`config.mk`:
```
export PLATFORM = sky130hd
export DESIGN_NAME = defect_mask_analyzer_flat
export DESIGN_NICKNAME = d
export VERILOG_FILES = /design/src/rtl/defect_mask_analyzer_if.sv /design/src/rtl/defect_mask_analyzer.sv /design/src/flat_wrapper.sv
export SDC_FILE = /design/constraint.sdc
export NUM_CORES = 1
export LEC_CHECK = 0
export ABC_AREA = 0
export CAP_MARGIN = 20
export CORE_MARGIN = 2
export CORE_UTILIZATION = 42
export CTS_CLUSTER_DIAMETER = 100
export CTS_CLUSTER_SIZE = 40
export DETAILED_ROUTE_END_ITERATION = 8
export PLACE_DENSITY = 0.77
export SYNTH_ARGS = -nofsm -noshare
export SYNTH_HDL_FRONTEND = slang
export SYNTH_SLANG_ARGS = --single-unit
```
`constraint.sdc`:
```
create_clock -name clk -period 2.4 [get_ports clk]
set_clock_uncertainty 0.1 [all_clocks]
set_input_delay 0.48 -clock clk [delete_from_list [all_inputs] [get_ports clk]]
set_output_delay 0.48 -clock clk [all_outputs]
set_load 0.05 [all_outputs]
```
`src/rtl/defect_mask_analyzer_if.sv`:
```
// Stream-in / result-out bundle for defect_mask_analyzer.
// master: pixel source and result consumer; slave: the analyzer.
interface defect_mask_analyzer_if #(
  parameter int IMG_WIDTH  = 64,
  parameter int IMG_HEIGHT = 64,
  parameter int DATA_WIDTH = 8
);
  localparam int CW = $clog2(IMG_WIDTH * IMG_HEIGHT + 1);
  localparam int XW = (IMG_WIDTH > 1) ? $clog2(IMG_WIDTH) : 1;
  localparam int YW = (IMG_HEIGHT > 1) ? $clog2(IMG_HEIGHT) : 1;

  logic                  s_valid;
  logic                  s_ready;
  logic [DATA_WIDTH-1:0] s_pixel;
  logic                  res_valid;
  logic                  res_ready;
  logic [CW-1:0]         defect_count;
  logic                  defect_flag;
  logic [XW-1:0]         x_min;
  logic [XW-1:0]         x_max;
  logic [YW-1:0]         y_min;
  logic [YW-1:0]         y_max;

  modport master (
    output s_valid, s_pixel, res_ready,
    input  s_ready, res_valid, defect_count, defect_flag,
           x_min, x_max, y_min, y_max
  );

  modport slave (
    input  s_valid, s_pixel, res_ready,
    output s_ready, res_valid, defect_count, defect_flag,
           x_min, x_max, y_min, y_max
  );
endinterface

```
`src/rtl/defect_mask_analyzer.sv`:
```
// Defect mask analyzer: counts nonzero pixels of a raster-order mask frame,
// flags the frame against a threshold and (optionally) tracks the defect
// bounding box. Bounding-box tracking is built in only when the macro
// DEFECT_MASK_BBOX_EN is defined; otherwise box outputs are tied to 0.
//
// state  | meaning
// ACCUM  | accepting pixels, running count/box updated per transfer
// REPORT | frame result held on outputs until res_valid && res_ready
module defect_mask_analyzer #(
  parameter int IMG_WIDTH  = 64,
  parameter int IMG_HEIGHT = 64,
  parameter int DATA_WIDTH = 8,
  localparam int CW = $clog2(IMG_WIDTH * IMG_HEIGHT + 1),
  localparam int XW = (IMG_WIDTH > 1) ? $clog2(IMG_WIDTH) : 1,
  localparam int YW = (IMG_HEIGHT > 1) ? $clog2(IMG_HEIGHT) : 1
) (
  input  logic                    clk,
  input  logic                    rst_n,
  input  logic [CW-1:0]           min_defect_count,
  defect_mask_analyzer_if.slave   bus
);

  typedef enum logic {
    ACCUM  = 1'b0,
    REPORT = 1'b1
  } state_t;

  state_t        state_q, state_d;
  logic [XW-1:0] x_q, x_d;
  logic [YW-1:0] y_q, y_d;
  logic [CW-1:0] cnt_q, cnt_d;
  logic          flag_q, flag_d;
  logic          res_valid_q, res_valid_d;

  logic xfer;
  logic defect;
  logic last_x;
  logic last_y;
  logic accept;

  assign xfer   = bus.s_valid && (state_q == ACCUM);
  assign defect = |bus.s_pixel;
  assign last_x = (x_q == XW'(IMG_WIDTH - 1));
  assign last_y = (y_q == YW'(IMG_HEIGHT - 1));
  assign accept = (state_q == REPORT) && bus.res_ready;

  // Next-state, raster position, running count and threshold flag.
  always_comb begin
    state_d     = state_q;
    x_d         = x_q;
    y_d         = y_q;
    cnt_d       = cnt_q;
    flag_d      = flag_q;
    res_valid_d = res_valid_q;
    case (state_q)
      ACCUM: begin
        if (xfer) begin
          if (defect) begin
            cnt_d = cnt_q + CW'(1);
          end
          if (last_x) begin
            x_d = '0;
            y_d = last_y ? '0 : y_q + YW'(1);
          end else begin
            x_d = x_q + XW'(1);
          end
          if (last_x && last_y) begin
            // Threshold uses the count including the frame's final pixel.
            state_d     = REPORT;
            res_valid_d = 1'b1;
            flag_d      = (cnt_d >= min_defect_count);
          end
        end
      end
      REPORT: begin
        if (bus.res_ready) begin
          state_d     = ACCUM;
          res_valid_d = 1'b0;
          cnt_d       = '0;
          flag_d      = 1'b0;
          x_d         = '0;
          y_d         = '0;
        end
      end
      default: begin
        state_d = ACCUM;
      end
    endcase
  end

  // State, position, count and result registers.
  always_ff @(posedge clk or negedge rst_n) begin
    if (!rst_n) begin
      state_q     <= ACCUM;
      x_q         <= '0;
      y_q         <= '0;
      cnt_q       <= '0;
      flag_q      <= 1'b0;
      res_valid_q <= 1'b0;
    end else begin
      state_q     <= state_d;
      x_q         <= x_d;
      y_q         <= y_d;
      cnt_q       <= cnt_d;
      flag_q      <= flag_d;
      res_valid_q <= res_valid_d;
    end
  end

  assign bus.s_ready      = (state_q == ACCUM);
  assign bus.res_valid    = res_valid_q;
  assign bus.defect_count = cnt_q;
  assign bus.defect_flag  = flag_q;

`ifdef DEFECT_MASK_BBOX_EN
  logic          have_q, have_d;
  logic [XW-1:0] x_min_q, x_min_d, x_max_q, x_max_d;
  logic [YW-1:0] y_min_q, y_min_d, y_max_q, y_max_d;

  // Bounding box: first defect seeds all four edges, later ones widen them.
  always_comb begin
    have_d  = have_q;
    x_min_d = x_min_q;
    x_max_d = x_max_q;
    y_min_d = y_min_q;
    y_max_d = y_max_q;
    if (xfer && defect) begin
      have_d = 1'b1;
      if (!have_q) begin
        x_min_d = x_q;
        x_max_d = x_q;
        y_min_d = y_q;
        y_max_d = y_q;
      end else begin
        if (x_q < x_min_q) x_min_d = x_q;
        if (x_q > x_max_q) x_max_d = x_q;
        if (y_q < y_min_q) y_min_d = y_q;
        if (y_q > y_max_q) y_max_d = y_q;
      end
    end
    if (accept) begin
      have_d  = 1'b0;
      x_min_d = '0;
      x_max_d = '0;
      y_min_d = '0;
      y_max_d = '0;
    end
  end

  // Bounding-box registers.
  always_ff @(posedge clk or negedge rst_n) begin
    if (!rst_n) begin
      have_q  <= 1'b0;
      x_min_q <= '0;
      x_max_q <= '0;
      y_min_q <= '0;
      y_max_q <= '0;
    end else begin
      have_q  <= have_d;
      x_min_q <= x_min_d;
      x_max_q <= x_max_d;
      y_min_q <= y_min_d;
      y_max_q <= y_max_d;
    end
  end

  assign bus.x_min = x_min_q;
  assign bus.x_max = x_max_q;
  assign bus.y_min = y_min_q;
  assign bus.y_max = y_max_q;
`else
  assign bus.x_min = '0;
  assign bus.x_max = '0;
  assign bus.y_min = '0;
  assign bus.y_max = '0;
`endif

endmodule

```
`src/flat_wrapper.sv`:
```
// flat-port wrapper written by rule: the top's interface ports become plain ports
module defect_mask_analyzer_flat 
#(
  parameter int IMG_WIDTH  = 64,
  parameter int IMG_HEIGHT = 64,
  parameter int DATA_WIDTH = 8,
  localparam int CW = $clog2(IMG_WIDTH * IMG_HEIGHT + 1),
  localparam int XW = (IMG_WIDTH > 1) ? $clog2(IMG_WIDTH) : 1,
  localparam int YW = (IMG_HEIGHT > 1) ? $clog2(IMG_HEIGHT) : 1
)
  (clk, rst_n, min_defect_count, bus_s_valid, bus_s_pixel, bus_res_ready, bus_s_ready, bus_res_valid, bus_defect_count, bus_defect_flag, bus_x_min, bus_x_max, bus_y_min, bus_y_max);
  defect_mask_analyzer_if #(.IMG_WIDTH(IMG_WIDTH), .IMG_HEIGHT(IMG_HEIGHT), .DATA_WIDTH(DATA_WIDTH)) bus_i ();
  input  logic clk;
  input  logic rst_n;
  input  logic [CW-1:0] min_defect_count;
  input wire logic [$bits(bus_i.s_valid)-1:0] bus_s_valid;
  input wire logic [$bits(bus_i.s_pixel)-1:0] bus_s_pixel;
  input wire logic [$bits(bus_i.res_ready)-1:0] bus_res_ready;
  output wire logic [$bits(bus_i.s_ready)-1:0] bus_s_ready;
  output wire logic [$bits(bus_i.res_valid)-1:0] bus_res_valid;
  output wire logic [$bits(bus_i.defect_count)-1:0] bus_defect_count;
  output wire logic [$bits(bus_i.defect_flag)-1:0] bus_defect_flag;
  output wire logic [$bits(bus_i.x_min)-1:0] bus_x_min;
  output wire logic [$bits(bus_i.x_max)-1:0] bus_x_max;
  output wire logic [$bits(bus_i.y_min)-1:0] bus_y_min;
  output wire logic [$bits(bus_i.y_max)-1:0] bus_y_max;
  assign bus_i.s_valid = bus_s_valid;
  assign bus_i.s_pixel = bus_s_pixel;
  assign bus_i.res_ready = bus_res_ready;
  assign bus_s_ready = bus_i.s_ready;
  assign bus_res_valid = bus_i.res_valid;
  assign bus_defect_count = bus_i.defect_count;
  assign bus_defect_flag = bus_i.defect_flag;
  assign bus_x_min = bus_i.x_min;
  assign bus_x_max = bus_i.x_max;
  assign bus_y_min = bus_i.y_min;
  assign bus_y_max = bus_i.y_max;
  defect_mask_analyzer #(.IMG_WIDTH(IMG_WIDTH), .IMG_HEIGHT(IMG_HEIGHT), .DATA_WIDTH(DATA_WIDTH)) u_core (.clk(clk), .rst_n(rst_n), .min_defect_count(min_defect_count), .bus(bus_i));
endmodule
```
==> results of run 1 <==
registers in the layout, indices dropped and copies added, names as in the netlist:
signal,flops
u_core.bus.defect_count,13
u_core.x_q,6
u_core.y_q,6
u_core.bus.defect_flag,1
u_core.bus.res_valid,1
u_core.state_q,1
repair_timing:
action / in CTS / in global routing
setup buffers: 10 / 5
endpoints found under the setup margin: 1 / 1
pin swaps: 11 / 8
resized for setup: 38 / 6
per-stage QoR:
step	area (um2)	setup TNS [ns]	setup slack, ns
after global routing	2920	-0.175	-0.175
final	2920	-0.0767	-0.0767
after CTS	2860	-0.0665	-0.0665
after detailed placement	2730	-0.761	-0.751
after global placement	2730	-0.679	-0.679
after floorplan	2240	-0.180	-0.180
cell families after synthesis:
logic type | Yosys count | share of synthesized area (%)
multiplexers | 3 | 1.56
adder cells (fa/ha/maj) | 16 | 9.62
flip-flops | 28 | 33.7
other | 1 | 0.180
XOR/XNOR | 17 | 7.15
AO/OA/AOI/OAI | 52 | 16.5
AND/OR/NAND/NOR | 76 | 18.3
buffers and inverters | 46 | 13.0
routing by layer:
layer	up-vias	part of all wire (%)	track usage, %
met3	11	5.9	1.49
met5	-	0	0
li1	953	-	-
met4	0	2.5	7.54
met2	80	50	34.7
met1	924	42	23.9
Yosys cell counts (2+ instances only):
cell type,count
o31ai_1,3
inv_1,15
a41oi_1,3
nand3_1,12
clkbuf_1,5
buf_4,24
nor2b_1,2
a21oi_1,7
a21o_1,2
nor2_1,13
a31oi_1,6
dfrtp_1,28
xor2_1,9
nor4_1,2
xnor2_1,8
o21ai_1,3
nand4_1,3
a22o_1,4
and3_1,8
mux2_2,2
o21ai_0,15
ha_1,16
nand2_1,27
nand2b_1,3
layout make-up:
type / instances / area, um2
flip-flops and latches: 28 / 708
well taps: 67 / 83.8
fillers: 406 / 1830
clock buffers: 3 / 41.3
multi-input cells: 188 / 1300
clock inverters: 1 / 30.0
inverters: 15 / 56.3
repair buffers: 85 / 699
worst max-delay path, stage by stage:
cell and delay [ns]:
buf_2 0.11, nor4_4 0.29, buf_4 0.16, a21oi_2 0.05, buf_6 0.13, buf_4 0.13, buf_4 0.13, buf_4 0.12
xor2_1 0.13, ha_1 0.17, a21o_1 0.17, a31oi_1 0.15, o21ai_1 0.11, a22o_1 0.21
power by group:
group | leakage (nW) | internal [mW] | switching, mW | total [mW]
Clock | 0.0357 | 0.224 | 0.153 | 0.377
Combinational | 1.02 | 0.267 | 0.383 | 0.650
Sequential | 0.367 | 0.531 | 0.0514 | 0.583
final timing paths:
kind	startpoint	end	cells past startpoint
setup / recovery	bus_s_pixel[1]	u_core.bus.defect_flag	14
setup reg to reg	u_core.bus.defect_count[1]	u_core.bus.defect_flag	11
min in group asynchronous	rst_n	u_core.bus.defect_flag	2
max in group asynchronous	rst_n	u_core.bus.defect_count[4]	2
hold reg to reg	u_core.bus.res_valid	u_core.bus.res_valid	1
hold / removal	u_core.bus.res_valid	u_core.bus.res_valid	1
==> flow_metrics.env, run 1 <==
export IMPL_cts_tree="built"
export IMPL_startpoint_type="input port"
export IMPL_antenna_found_initial=0
export IMPL_first_pass_iters=5
export IMPL_synth_area_per_cell_um2=8.71
export IMPL_cts_sinks=28
export IMPL_ys_seq_elements=28
export IMPL_num_antenna_cells=0
export IMPL_layout_cells_non_filler=387
export IMPL_dieArea_um2=5540
export IMPL_synth_cell_types=43
export IMPL_area_growth_pct=40.4
export IMPL_path_class="input port to flop"
export IMPL_max_cap_violations=0
export IMPL_dp_cells=368
export IMPL_synth_flop_cell="dfrtp_1"
export IMPL_reg2reg_slack_ns=-0.07
export IMPL_cts_buffers=3
export IMPL_final_common_cell="buf_4"
export IMPL_power_density_nw_per_um2=550
export IMPL_detailed_place_hpwl_um=3720
export IMPL_syn_inst=239
export IMPL_drv_slew=0
export IMPL_drtIter0Drc=92
export IMPL_die_h_um=74.4
export IMPL_hold_viol=0
export IMPL_clkSlewWorstSetupHoldPaths_ns=0.09
export IMPL_cts_root_buffer="clkbuf_8"
export IMPL_relSlewSlack_pct=50.6
export IMPL_synthTopCellsByArea="dfrtp_1, ha_1, buf_4, nand2_1, xor2_1"
export IMPL_final_cell_mix="buf_4, clkdlybuf4s50_1, nand2_1"
export IMPL_fin_hold_ws_ns=0.392
export IMPL_synthDominantCellAreaShare_pct=33.7
export IMPL_portBuffers=40
export IMPL_chipWidth_um=74.4
export IMPL_design_final_nets=362
export IMPL_h_tree_depth=1
export IMPL_async_flop_share_pct=100
export IMPL_gp_congestion=0.800
export IMPL_clk_latency_ns=0.28
export IMPL_seq_area_frac_synth_pct=33.7
export IMPL_grt_usage_pct=19.3
export IMPL_start_util_pct=43.8
export IMPL_grt_pass1_wl_um=8310
export IMPL_dr_total_vias=1968
export IMPL_tightest_slew_ns=0.741
export IMPL_route_detailed_drc=0
export IMPL_wl_um=5240
export IMPL_fp_coreArea_um2=4750
export IMPL_yosysTopAreaCell="dfrtp_1"
export IMPL_cp_required_ns=2.47
export IMPL_wire_per_inst_um=13.5
export IMPL_post_route_util_pct=61.5
export IMPL_gr_total_overflow=0
export IMPL_grt_pass1_vias=1885
export IMPL_drt_antenna_violating_nets=0
export IMPL_rsz0062_at_grt="yes"
export IMPL_vdd_drop_max_v=0.000310
export IMPL_drive_gt1_share_pct=26.3
export IMPL_period_needed_ns=2.48
export IMPL_hold_buffers=0
export IMPL_synth_edf_count=0
export IMPL_cp_max_fo=8
export IMPL_clock_path_buffers=2
export IMPL_finalSetupViolCount=1
export IMPL_power_leakage_nw=1.42
export IMPL_status="finished with violations"
export IMPL_worstSetupEndpointType="flop"
export IMPL_violations="setup timing"
export IMPL_rows=25
export IMPL_yosys_warnings=0
export IMPL_io_pins=65
export IMPL_synth_area_um2=2080
export IMPL_critPathArrivalTime_ns=2.55
export IMPL_min_period_over_period_pct=103
export IMPL_hp_class="flop to flop"
export IMPL_fmaxAchievable_mhz=404
export IMPL_vias_per_cell=5.09
export IMPL_power_total_mw=1.61
export IMPL_grt_max_degree=29
export IMPL_fin_ws_ns=-0.0767
Power figures use the tool's default switching activity.
==> run 2: changes to the inputs <==
Settings changed: CTS_CLUSTER_SIZE 40 to not set.
==> results of run 2 <==
Same layout as run 1: the final DEF is identical, and so are final timing and power.
==> run 3: changes to the inputs <==
Settings changed: CORE_UTILIZATION 42 to 47, PLACE_DENSITY 0.77 to 0.84, SLEW_MARGIN set to 20.
Clock period 2.4 ns to 2.5 ns, I/O delays scaled along.
==> run 3 against run 2 <==
  * The flow still finishes with violations (setup timing)
  * Via count rose by 7.4%
  * Core utilization rose by 9.5 points
  * Setup slack gained 0.045 ns
  * Clock power decreased by 2%
  * First-iteration DRC count rose by 82%
  * Global-route usage increased by 2.6 points
  * Sequential share of layout area fell by 1.2 points
  * Flip-flop and latch count unchanged
  * Power up 3.2%
  * Design area up 5.1%
  * Clock-buffer cell count unchanged
  * Critical endpoint unchanged
  * Highest routed layer unchanged
==> flow_metrics.env, run 3 (synthesis gave the netlist of run 1 again) <==
export IMPL_netSwitchingFraction_pct=38.2
export IMPL_h_tree_depth=1
export IMPL_design_final_nets=359
export IMPL_start_util_pct=48.1
export IMPL_drtIter0Drc=167
export IMPL_nFillCells=272
export IMPL_antenna_found_initial=0
export IMPL_combPwrFrac_pct=43.5
export IMPL_cp_max_fo=5
export IMPL_period_needed_ns=2.53
export IMPL_gp_congestion=0.888
export IMPL_violations="setup timing"
export IMPL_cts_root_buffer="clkbuf_8"
export IMPL_slowest_stage="dfrtp_2"
export IMPL_hold_viol=0
export IMPL_grt_max_degree=29
export IMPL_grt_pass1_vias=1893
export IMPL_drv_slew=0
export IMPL_path_class="flop to flop"
export IMPL_die_h_um=70.6
export IMPL_detailed_place_hpwl_um=3790
export IMPL_drt_antenna_violating_nets=0
export IMPL_fp_coreArea_um2=4320
export IMPL_cp_required_ns=2.58
export IMPL_num_antenna_cells=0
export IMPL_max_cap_violations=0
export IMPL_cts_tree="built"
export IMPL_portBuffers=40
export IMPL_largest_reg_flops=13
export IMPL_rows=24
export IMPL_finalSetupViolCount=1
export IMPL_grt_pass1_wl_um=8780
export IMPL_power_switching_mw=0.634
export IMPL_worstSetupEndpointType="flop"
export IMPL_cpPeakStageDelay_ns=0.43
export IMPL_final_cell_mix="buf_4, clkdlybuf4s50_1, nand2_1"
export IMPL_tightest_slew_ns=0.686
export IMPL_drive_gt1_share_pct=30.6
export IMPL_layout_cells_non_filler=369
export IMPL_power_leakage_nw=1.45
export IMPL_relSlewSlack_pct=54.3
export IMPL_min_period_over_period_pct=101
export IMPL_route_detailed_drc=0
export IMPL_vias_per_cell=5.73
export IMPL_clkSlewWorstSetupHoldPaths_ns=0.10
export IMPL_status="finished with violations"
export IMPL_io_pins=65
export IMPL_wire_per_inst_um=17.7
export IMPL_fin_ws_ns=-0.0316
export IMPL_power_frac_seq_pct=34.2
export IMPL_power_density_nw_per_um2=541
export IMPL_tns_ns=-0.0316
export IMPL_gr_total_overflow=0
export IMPL_dp_cells=348
export IMPL_clock_path_buffers=2
export IMPL_critPathArrivalTime_ns=2.61
export IMPL_dieArea_um2=4980
export IMPL_final_common_cell="buf_4"
export IMPL_cts_sinks=28
export IMPL_chipWidth_um=70.6
export IMPL_startpoint_type="flop"
export IMPL_clkPwrFrac_pct=22.3
export IMPL_grt_usage_pct=21.9
export IMPL_p_int_mw=1.03
export IMPL_clk_latency_ns=0.28
export IMPL_fmaxAchievable_mhz=395
export IMPL_cts_buffers=3
export IMPL_area_growth_pct=47.5
export IMPL_post_route_util_pct=71.0
export IMPL_fin_hold_ws_ns=0.392
export IMPL_hold_buffers=0
export IMPL_path_cells="ha_4, a21boi_4, nand3_4, nor2_4, xor2_2, ha_1, and4_4, a221oi_2, o21ai_1, a22o_1"
export IMPL_rsz0062_at_grt="yes"
export IMPL_hp_class="flop to flop"
export IMPL_vdd_drop_max_v=0.000330
export IMPL_dr_total_vias=2114
export IMPL_power_total_mw=1.66
export IMPL_first_pass_iters=4
export IMPL_wl_um=6520
## run 3: area by class of cell
class | count | area, um2 | share of cell area [%]
multi-input cells | 188 | 1440 | 46.8
repair buffers | 82 | 733 | 23.9
flip-flops and latches | 28 | 708 | 23.1
well taps | 52 | 65.1 | 2.12
inverters | 15 | 56.3 | 1.83
clock buffers | 3 | 41.3 | 1.34
clock inverters | 1 | 30.0 | 0.978
## run 3: path summary, 6_finish.rpt
kind	start	end	slack [ns]	cells past startpoint
max	u_core.bus.defect_count[0]	u_core.bus.defect_flag	-0.03	10
min	u_core.y_q[5]	u_core.y_q[5]	0.39	1
max reg2reg	u_core.bus.defect_count[0]	u_core.bus.defect_flag	-0.03	10
min reg2reg	u_core.y_q[5]	u_core.y_q[5]	0.39	1
max in group asynchronous	rst_n	u_core.bus.defect_count[0]	1.50	2
min in group asynchronous	rst_n	u_core.y_q[3]	0.49	2
## run 3: metrics by stage
| stage | setup WS [ns] | area, um2 |
|---|---|---|
| 3_5_place_dp | -0.634 | 2690 |
| 6_report | -0.0316 | 3070 |
| 3_3_place_gp | -0.582 | 2690 |
| 2_1_floorplan | -0.0796 | 2240 |
| 5_1_grt | -0.104 | 3070 |
| 4_1_cts | 0.000406 | 2780 |
## run 3: power by group through the flow
stage / sequential, mW / clock [mW] / combinational [mW]
4_1_cts: 0.559 / 0.365 / 0.592
2_1_floorplan: 0.636 / 0 / 0.325
3_5_place_dp: 0.568 / 0 / 0.558
5_1_grt: 0.576 / 0.383 / 0.762
6_report: 0.568 / 0.370 / 0.723
3_3_place_gp: 0.564 / 0 / 0.540
## run 3: worst max-delay path: cells and delay by family, from the launching register on
kind / cells / cell delay [ns]
compound gates: 4 / 0.76
xor+xnor: 1 / 0.19
fa+ha+maj: 2 / 0.42
flops: 1 / 0.43
simple gates: 3 / 0.52
## run 3: repair_timing
| action | in CTS | in global routing |
|---|---|---|
| setup endpoints to repair | 1 | 1 |
| pin swaps | 16 | 30 |
| resized for setup | 34 | 34 |
| buffers inserted | 5 | 12 |
## run 3: layer usage
layer  GRT usage, %  part of all wire (%)
met5              0                     0
met4           7.97                   3.7
met3           2.56                   6.7
met2           38.2                    52
met1           28.1                    37
